===== config.mk =====
export PLATFORM = sky130hd
export DESIGN_NAME = pc_sequencer
export DESIGN_NICKNAME = d
export VERILOG_FILES = /design/src/rtl/pc_sequencer.sv
export SDC_FILE = /design/constraint.sdc
export NUM_CORES = 1
export LEC_CHECK = 0
export ABC_CLOCK_PERIOD_IN_PS = 5600
export CORE_MARGIN = 5
export CORE_UTILIZATION = 30
export DETAILED_ROUTE_END_ITERATION = 10
export GPL_ROUTABILITY_DRIVEN = 0
export MAX_ROUTING_LAYER = met4
export PLACE_DENSITY_LB_ADDON = 0.05
export SYNTH_ARGS = -nofsm -noshare
export SYNTH_HDL_FRONTEND = slang
export SYNTH_SLANG_ARGS = --single-unit

===== constraint.sdc =====
create_clock -name phi_2 -period 5.6 [get_ports phi_2]
set_input_delay 0.56 -clock phi_2 [delete_from_list [all_inputs] [get_ports phi_2]]
set_output_delay 0.56 -clock phi_2 [all_outputs]
set_load 0.01 [all_outputs]

===== src/rtl/pc_sequencer.sv =====
// Program counter control sequencer: issues PCL/PCH select, increment and bus strobes for
// single-cycle ops, PC pushes and vector loads. Optional mem_ack timeout: PC_SEQ_TIMEOUT_EN.
module pc_sequencer #(
    parameter logic [15:0] VEC_NMI        = 16'hFFFA,
    parameter logic [15:0] VEC_RES        = 16'hFFFC,
    parameter logic [15:0] VEC_IRQ        = 16'hFFFE,
    parameter int unsigned TIMEOUT_CYCLES = 15
) (
    input  logic        phi_2,
    input  logic        reset,
    input  logic        cmd_valid,
    input  logic [2:0]  cmd,
    input  logic [1:0]  vec_sel,
    output logic        cmd_ready,
    input  logic        mem_ack,
    output logic        pcl_pcl,
    output logic        adl_pcl,
    output logic        pch_pch,
    output logic        adh_pch,
    output logic        i_pc,
    output logic        pcl_db,
    output logic        pch_db,
    output logic        pcl_adl,
    output logic        pch_adh,
    output logic        vec_oe,
    output logic [15:0] vec_addr,
    output logic        busy,
    output logic        done,
    output logic        err
);

    typedef enum logic [2:0] {
        S_IDLE, S_ONE, S_PUSH_H, S_PUSH_L, S_VL_REQ, S_VL_LD, S_VH_REQ, S_VH_LD
    } state_t;

    typedef enum logic [2:0] {
        CMD_HOLD, CMD_INC, CMD_JUMP, CMD_JUMP_INC, CMD_PUSH, CMD_VECTOR, CMD_FETCH, CMD_ILLEGAL
    } cmd_t;

    state_t      state, nxt_state;
    logic [15:0] vec_base, nxt_base;
    logic        accept;
    logic        timed_out;

    logic        n_cmd_ready, n_pcl_pcl, n_adl_pcl, n_pch_pch, n_adh_pch, n_i_pc;
    logic        n_pcl_db, n_pch_db, n_pcl_adl, n_pch_adh, n_vec_oe, n_busy, n_done, n_err;
    logic [15:0] n_vec_addr;

`ifdef PC_SEQ_TIMEOUT_EN
    localparam int unsigned WAIT_W = $clog2(TIMEOUT_CYCLES + 1);
    logic [WAIT_W-1:0] wait_cnt;

    assign timed_out = !mem_ack && (wait_cnt == WAIT_W'(TIMEOUT_CYCLES - 1));

    always_ff @(posedge phi_2) begin
        if (reset || (state != nxt_state)) begin
            wait_cnt <= '0;
        end else if (state == S_VL_REQ || state == S_VH_REQ) begin
            wait_cnt <= wait_cnt + 1'b1;
        end
    end
`else
    assign timed_out = 1'b0;
`endif

    assign accept = cmd_valid && cmd_ready;

    always_comb begin
        nxt_state  = state;
        nxt_base   = vec_base;
        n_pcl_pcl  = 1'b1;
        n_adl_pcl  = 1'b0;
        n_pch_pch  = 1'b1;
        n_adh_pch  = 1'b0;
        n_i_pc     = 1'b0;
        n_pcl_db   = 1'b0;
        n_pch_db   = 1'b0;
        n_pcl_adl  = 1'b0;
        n_pch_adh  = 1'b0;
        n_vec_oe   = 1'b0;
        n_vec_addr = '0;
        n_busy     = 1'b0;
        n_done     = 1'b0;
        n_err      = 1'b0;

        // Single-cycle strobes are decided here; multi-cycle strobes follow from nxt_state below.
        unique case (state)
            S_IDLE, S_ONE: begin
                nxt_state = S_IDLE;
                if (accept) begin
                    unique case (cmd_t'(cmd))
                        CMD_HOLD: begin
                            nxt_state = S_ONE;
                            n_done    = 1'b1;
                        end
                        CMD_INC: begin
                            nxt_state = S_ONE;
                            n_i_pc    = 1'b1;
                            n_done    = 1'b1;
                        end
                        CMD_JUMP, CMD_JUMP_INC: begin
                            nxt_state = S_ONE;
                            n_adl_pcl = 1'b1;
                            n_pcl_pcl = 1'b0;
                            n_adh_pch = 1'b1;
                            n_pch_pch = 1'b0;
                            n_i_pc    = (cmd_t'(cmd) == CMD_JUMP_INC);
                            n_done    = 1'b1;
                        end
                        CMD_FETCH: begin
                            nxt_state = S_ONE;
                            n_pcl_adl = 1'b1;
                            n_pch_adh = 1'b1;
                            n_i_pc    = 1'b1;
                            n_done    = 1'b1;
                        end
                        CMD_PUSH: nxt_state = S_PUSH_H;
                        CMD_VECTOR: begin
                            unique case (vec_sel)
                                2'd0:    begin nxt_base = VEC_NMI; nxt_state = S_VL_REQ; end
                                2'd1:    begin nxt_base = VEC_RES; nxt_state = S_VL_REQ; end
                                2'd2:    begin nxt_base = VEC_IRQ; nxt_state = S_VL_REQ; end
                                default: n_err = 1'b1;
                            endcase
                        end
                        default: n_err = 1'b1;
                    endcase
                end
            end
            S_PUSH_H: nxt_state = S_PUSH_L;
            S_PUSH_L: nxt_state = S_IDLE;
            S_VL_REQ: begin
                if (mem_ack) begin
                    nxt_state = S_VL_LD;
                end else if (timed_out) begin
                    nxt_state = S_IDLE;
                    n_err     = 1'b1;
                end
            end
            S_VL_LD: nxt_state = S_VH_REQ;
            S_VH_REQ: begin
                if (mem_ack) begin
                    nxt_state = S_VH_LD;
                end else if (timed_out) begin
                    nxt_state = S_IDLE;
                    n_err     = 1'b1;
                end
            end
            S_VH_LD: nxt_state = S_IDLE;
            default: nxt_state = S_IDLE;
        endcase

        unique case (nxt_state)
            S_PUSH_H: begin
                n_pch_db = 1'b1;
                n_busy   = 1'b1;
            end
            S_PUSH_L: begin
                n_pcl_db = 1'b1;
                n_done   = 1'b1;
                n_busy   = 1'b1;
            end
            S_VL_REQ: begin
                n_vec_oe   = 1'b1;
                n_vec_addr = nxt_base;
                n_busy     = 1'b1;
            end
            S_VL_LD: begin
                n_adl_pcl = 1'b1;
                n_pcl_pcl = 1'b0;
                n_busy    = 1'b1;
            end
            S_VH_REQ: begin
                n_vec_oe   = 1'b1;
                n_vec_addr = nxt_base + 16'd1;
                n_busy     = 1'b1;
            end
            S_VH_LD: begin
                n_adh_pch = 1'b1;
                n_pch_pch = 1'b0;
                n_done    = 1'b1;
                n_busy    = 1'b1;
            end
            default: ;
        endcase

        n_cmd_ready = (nxt_state == S_IDLE) || (nxt_state == S_ONE);
    end

    always_ff @(posedge phi_2) begin
        if (reset) begin
            state     <= S_IDLE;
            vec_base  <= '0;
            cmd_ready <= 1'b0;
            pcl_pcl   <= 1'b1;
            adl_pcl   <= 1'b0;
            pch_pch   <= 1'b1;
            adh_pch   <= 1'b0;
            i_pc      <= 1'b0;
            pcl_db    <= 1'b0;
            pch_db    <= 1'b0;
            pcl_adl   <= 1'b0;
            pch_adh   <= 1'b0;
            vec_oe    <= 1'b0;
            vec_addr  <= '0;
            busy      <= 1'b0;
            done      <= 1'b0;
            err       <= 1'b0;
        end else begin
            state     <= nxt_state;
            vec_base  <= nxt_base;
            cmd_ready <= n_cmd_ready;
            pcl_pcl   <= n_pcl_pcl;
            adl_pcl   <= n_adl_pcl;
            pch_pch   <= n_pch_pch;
            adh_pch   <= n_adh_pch;
            i_pc      <= n_i_pc;
            pcl_db    <= n_pcl_db;
            pch_db    <= n_pch_db;
            pcl_adl   <= n_pcl_adl;
            pch_adh   <= n_pch_adh;
            vec_oe    <= n_vec_oe;
            vec_addr  <= n_vec_addr;
            busy      <= n_busy;
            done      <= n_done;
            err       <= n_err;
        end
    end

endmodule

Yosys cells after proc, flatten, opt, wreduce, memory -nomap -nowiden

Index checks and enable logic that the tools add are counted.

Output and inout port bits: 30
Word-level logic and storage cells: 91
Input port bits: 9
Register bits: 48

Mux-type cells: 33
Bitwise operators: 2
Add/subtract/negate cells: 1
Equality and inequality tests: 22
Reductions and logical operators: 17

Operator list:

| operator                                       | count |
|---|---|
| two-way mux 16 bit                             | 3 |
| case mux 16 bit (3 select lines)               | 1 |
| == test 3 bit (second input constant)          | 11 |
| case mux 16 bit (2 select lines)               | 1 |
| two-way mux 1 bit                              | 20 |
| == test 3 x 2 -> 1 bit (second input constant) | 6 |
| case mux 3 bit (6 select lines)                | 1 |
| adder 16 x 1 -> 16 bit (second input constant) | 1 |
| two-way mux 3 bit                              | 4 |
| OR reduction 2 bit                             | 6 |
| OR reduction 6 bit                             | 2 |
| == test 3 x 1 -> 1 bit (second input constant) | 3 |
| zero test 3 bit                                | 3 |
| case mux 3 bit (3 select lines)                | 1 |
| OR reduction 3 bit                             | 2 |
| OR reduction 5 bit                             | 1 |
| case mux 1 bit (2 select lines)                | 2 |
| == test 2 x 1 -> 1 bit (second input constant) | 1 |
| == test 2 bit (second input constant)          | 1 |
| zero test 2 bit                                | 1 |
| inverter 1 bit                                 | 2 |
| logical AND 1 bit                              | 1 |
| logical OR 1 bit                               | 1 |

Longest topological paths before layout

Depth after elaboration: 9
Mapped depth: 11
Mapped depth without buffers: 11

Worst setup path after synthesis

Ideal clock, no wire load.

Path kind: input -> register
Start: input port vec_sel[0]
End: register vec_addr[14]
Data arrival time: 2.487 ns
Stages: 10
Path buffers: 0
Setup slack: 3.027 ns
Cells stage by stage: ha_1 > and4bb_2 > nand2_1 > o21ai_0 > ha_1 > nand2_1 > o21ai_1 > o2111ai_1 > mux2_2 > a211oi_1

Elaborated cells between the ends (all ways): 16

RTL lines:

| item                                  | line | RTL |
|---|---|---|
| from (decl)                           | 13   | `input logic [1:0] vec_sel,` |
| == test 2 bit (tied with other cells) | 119  | `unique case (vec_sel)` |
| case mux 16 bit (3 select lines) *    | 119  |  |
| two-way mux 16 bit *                  | 91   | `unique case (cmd_t'(cmd))` |
| two-way mux 16 bit *                  | 90   | `if (accept) begin` |
| two-way mux 16 bit *                  | 87   | `unique case (state)` |
| named net nxt_base[1]                 | 41   | `logic [15:0] vec_base, nxt_base;` |
| adder 16 x 1 -> 16 bit *              | 175  | `n_vec_addr = nxt_base + 16'd1;` |
| case mux 16 bit (2 select lines) *    | 153  | `unique case (nxt_state)` |
| to (signal assigned)                  | 223  | `vec_addr <= n_vec_addr;` |
| to (decl)                             | 26   | `output logic [15:0] vec_addr,` |

The timed path passes the listed nets; every way through them passes the cells marked *.
A chain may end at the register's enable or synchronous reset.

Worst setup path after layout

Ends and elaborated chain as after synthesis.

==> flow_summary.toml <==
[critical_path]
crit_buf_inv = 1
crit_path_start = "vec_sel[0]"
cp-end-kind = "register"
rr_startpoint = "state[2]"
cell_with_the_largest_stage_delay_on_the_worst_path = "sky130_fd_sc_hd__clkdlybuf4s50_1"
critical-path-top-delay-family = "compound AO/OA/AOI/OAI gates"
worstPathMaxFanout = 4
critical_path.startpoint_type = "primary input"
timing.critical_path.slowest_cell_delay_ns = 0.45
worst_ep_arrival_time_ns = 3.42
critPathKind = "in2reg"
cell_by_cell_trace_of_the_critical_path = "clkdlybuf4s50_1 -> ha_1 -> and4bb_2 -> nand2_1 -> o21ai_0 -> ha_1 -> nand2_1 -> o21ai_1 -> o2111ai_1 -> mux2_2 -> a211oi_1"
cp_data_required_time_ns = 5.80

[yosys]
synth_edf_count = 0
yosys.cell_count.top_type = "sky130_fd_sc_hd__dfxtp_1"
async_flop_share_pct = 0
synth-seq-area-share_pct = 44.5
avg_cell_area_syn_sq_um = 8.77
synth-seq-cells = 48
synth_fp_nets = 260
netlist_instances = 246
synth-warning-count = 0
post_synth_instance_area_sq_mm = 0.00216
synthTopCellsByArea = "sky130_fd_sc_hd__dfxtp_1, sky130_fd_sc_hd__nor2_1, sky130_fd_sc_hd__nand2_1"
synth.top_cells.by_count = "sky130_fd_sc_hd__dfxtp_1, sky130_fd_sc_hd__nor2_1, sky130_fd_sc_hd__nand2_1"
yosys.area.top_type_share_pct = 44.5
synth_flop_cell = "sky130_fd_sc_hd__dfxtp_1"
synth.largest_area_cell = "sky130_fd_sc_hd__dfxtp_1"
synth.distinct_cells = 60

[clock_tree]
cts_setup_buffers = 0
htree_levels = 2
cts_hold_buffers = 0
postCtsResizedCells = 0
clk_root_buffer_cell = "sky130_fd_sc_hd__clkbuf_8"
tritoncts_clock_tree = "yes"
tritoncts.num_buffers = 5
cts_sinks = 48
clk_transition_reported_paths_ns = 0.09
insertion_delay_ns = 0.30
clock_tree.buffer_depth = 2

[timing]
grt_setup_unrepaired = "false"
fmax_mhz = 311
maxSlewViolCount = 0
finalCritPeriodShare_pct = 57.5
final_report_hold_violation_count = 0
worstMarginPinSlew_ns = 0.967
worst_slew_margin_rel_pct = 35.1
finalSetupTns_ns = 0
min_period_ns = 3.22
setup_violations = 0
final_critical_path_setup_slack_ns = 2.38
worst_clock_skew_ns = 0.0126
hold_slack_ns = 0.504

[detailed_routing]
routed_wl_um = 5640
final_routed_drc_violation_total = 0
drt_iter0_drc = 79
detail_route.first_pass.iterations = 4
avgRoutedWirePerCell_um = 14.9
ant_nets = 0
via_count = 1831
avgViaCountPerCell = 4.83

[placed_design]
placement.setup.worst_slack_ns = 2.07
hpwlAfterDp_um = 3960
numPortBuffers = 38

[global_routing]
grt_pass1_vias = 1841
antenna_violations_before_repair = 0
grt_max_degree = 27
grt_first_pass_wirelength_um = 9270
grt_overflow = 0
groute.usage.overall_pct = 13.7

[pwr]
power.sequential.fraction_pct = 58.9
netSwitchingFraction_pct = 24.2
clock_power_share_pct = 33.1
fin_total_pwr_uw = 595
internal_power_of_the_cells_uw = 451
irDropWorstVdd_v = 0.0000915
power.density_cell_area_mw_per_mm2 = 221
part_of_the_total_power_dissipated_in_combinational_logic_pct = 8.1
switching_power_uw = 144
total_leakage_power_nw = 0.946

[die]
start_util_pct = 30.2
number_of_placement_rows = 31
fp.coreArea_sq_mm = 0.00714
io_pins = 39
die_height_um = 94.8
chipWidth_um = 94.8
floorplan.die_area_sq_mm = 0.00899

[final_layout]
seqCellArea_sq_um = 961
footprint_of_the_multi_input_gates_sq_mm = 0.00110
area_growth_pct = 24.9
nFillCells = 783
number_of_nets_in_the_layout = 294
antenna_cells = 0
final_layout_size_suffix_gt1_share_pct = 7.86

[worst_hold_path]
timing.hold.worst.class = "reg2reg"
worstHoldStart = "vec_base[8]"

[status]
outcome = "completed"

[job]
drv_cap = 0
[final timing paths]
path,endpoint,slack [ns],cells past startpoint
worst max-delay path,vec_addr[14],2.38,11
worst min register to register,vec_base[8],0.50,2
worst min-delay path,vec_base[8],0.50,2
worst max register to register,vec_addr[14],2.73,9
[worst register-to-register path: stages (launching register included)]
cell and delay (ns):
sky130_fd_sc_hd__dfxtp_1 0.38, sky130_fd_sc_hd__and4bb_1 0.51, sky130_fd_sc_hd__nand2_1 0.18, sky130_fd_sc_hd__o21ai_0 0.32, sky130_fd_sc_hd__ha_1 0.29, sky130_fd_sc_hd__nand2_1 0.09
sky130_fd_sc_hd__o21ai_1 0.20, sky130_fd_sc_hd__o2111ai_1 0.26, sky130_fd_sc_hd__mux2_2 0.34, sky130_fd_sc_hd__a211oi_1 0.21
[area by class of cell]
class	instances	area share, %
well taps	99	4.60
flip-flops and latches	48	35.7
multi-input cells	175	40.8
clock inverters	2	0.464
repair buffers	39	14.4
inverters	11	1.53
clock buffers	5	2.55
[power by group through the flow]
stage | Sequential, mW | Clock [mW] | Combinational (mW)
floorplan | 0.358 | 0 | 0.0272
global placement | 0.358 | 0 | 0.0485
detailed placement | 0.358 | 0 | 0.0483
CTS | 0.350 | 0.210 | 0.0486
global route | 0.351 | 0.221 | 0.0530
finish | 0.350 | 0.197 | 0.0480
[stage by stage]
| stage | std cells | util [%] | area [sq um] |
|---|---|---|---|
| after floorplan | 246 | - | 2160 |
| after global routing | 379 | 37.7 | 2690 |
| final | 379 | 37.7 | 2690 |
| after detailed placement | 372 | 36.6 | 2610 |
| after CTS | 379 | 37.7 | 2690 |
| after global placement | 372 | 36.6 | 2610 |
[layer usage]
metal  global-route usage [%]  part of all wire, %  up-vias
met5                        -                    0        -
met4                     3.97                 0.75        0
met3                     2.63                  3.2        4
met2                     21.3                   46       29
met1                     18.1                   50      842
li1                         -                    -      956
[flip-flops by register name (all words and copies together) (netlist names)]
signal and cells:
pch_pch 1, i_pc 1, state 3, pch_db 1, pcl_pcl 1, vec_oe 1, err 1, adh_pch 1
pcl_db 1, busy 1, done 1, cmd_ready 1, vec_base 16, adl_pcl 1, pch_adh 1, vec_addr 16
[cell usage in the layout, fill, tap and decap left out, drive strengths merged, types with 4 or more instances in the layout]
cell,synthesis,layout
dfxtp,48,48
nor2,46,46
clkdlybuf4s50,0,38
nand2,18,18
o21ai,13,13
inv,11,11
a21oi,9,9
nand4,5,5
nand2b,5,5
ha,5,5
clkbuf,6,5
nor3,5,5
and2,4,4
and3,4,4
nand3,4,4
a221oi,4,4
[cell families after synthesis]
family                     share of synthesized area [%]
muxes                                               2.44
xor gates and xnor gates                           0.812
buffers and inverters                               4.52
AOI/OAI and AO/OA                                   18.3
and+or+nand+nor                                     26.5
adders and majority gates                           2.90
DFF                                                 44.5
Power figures use the tool's default switching activity.
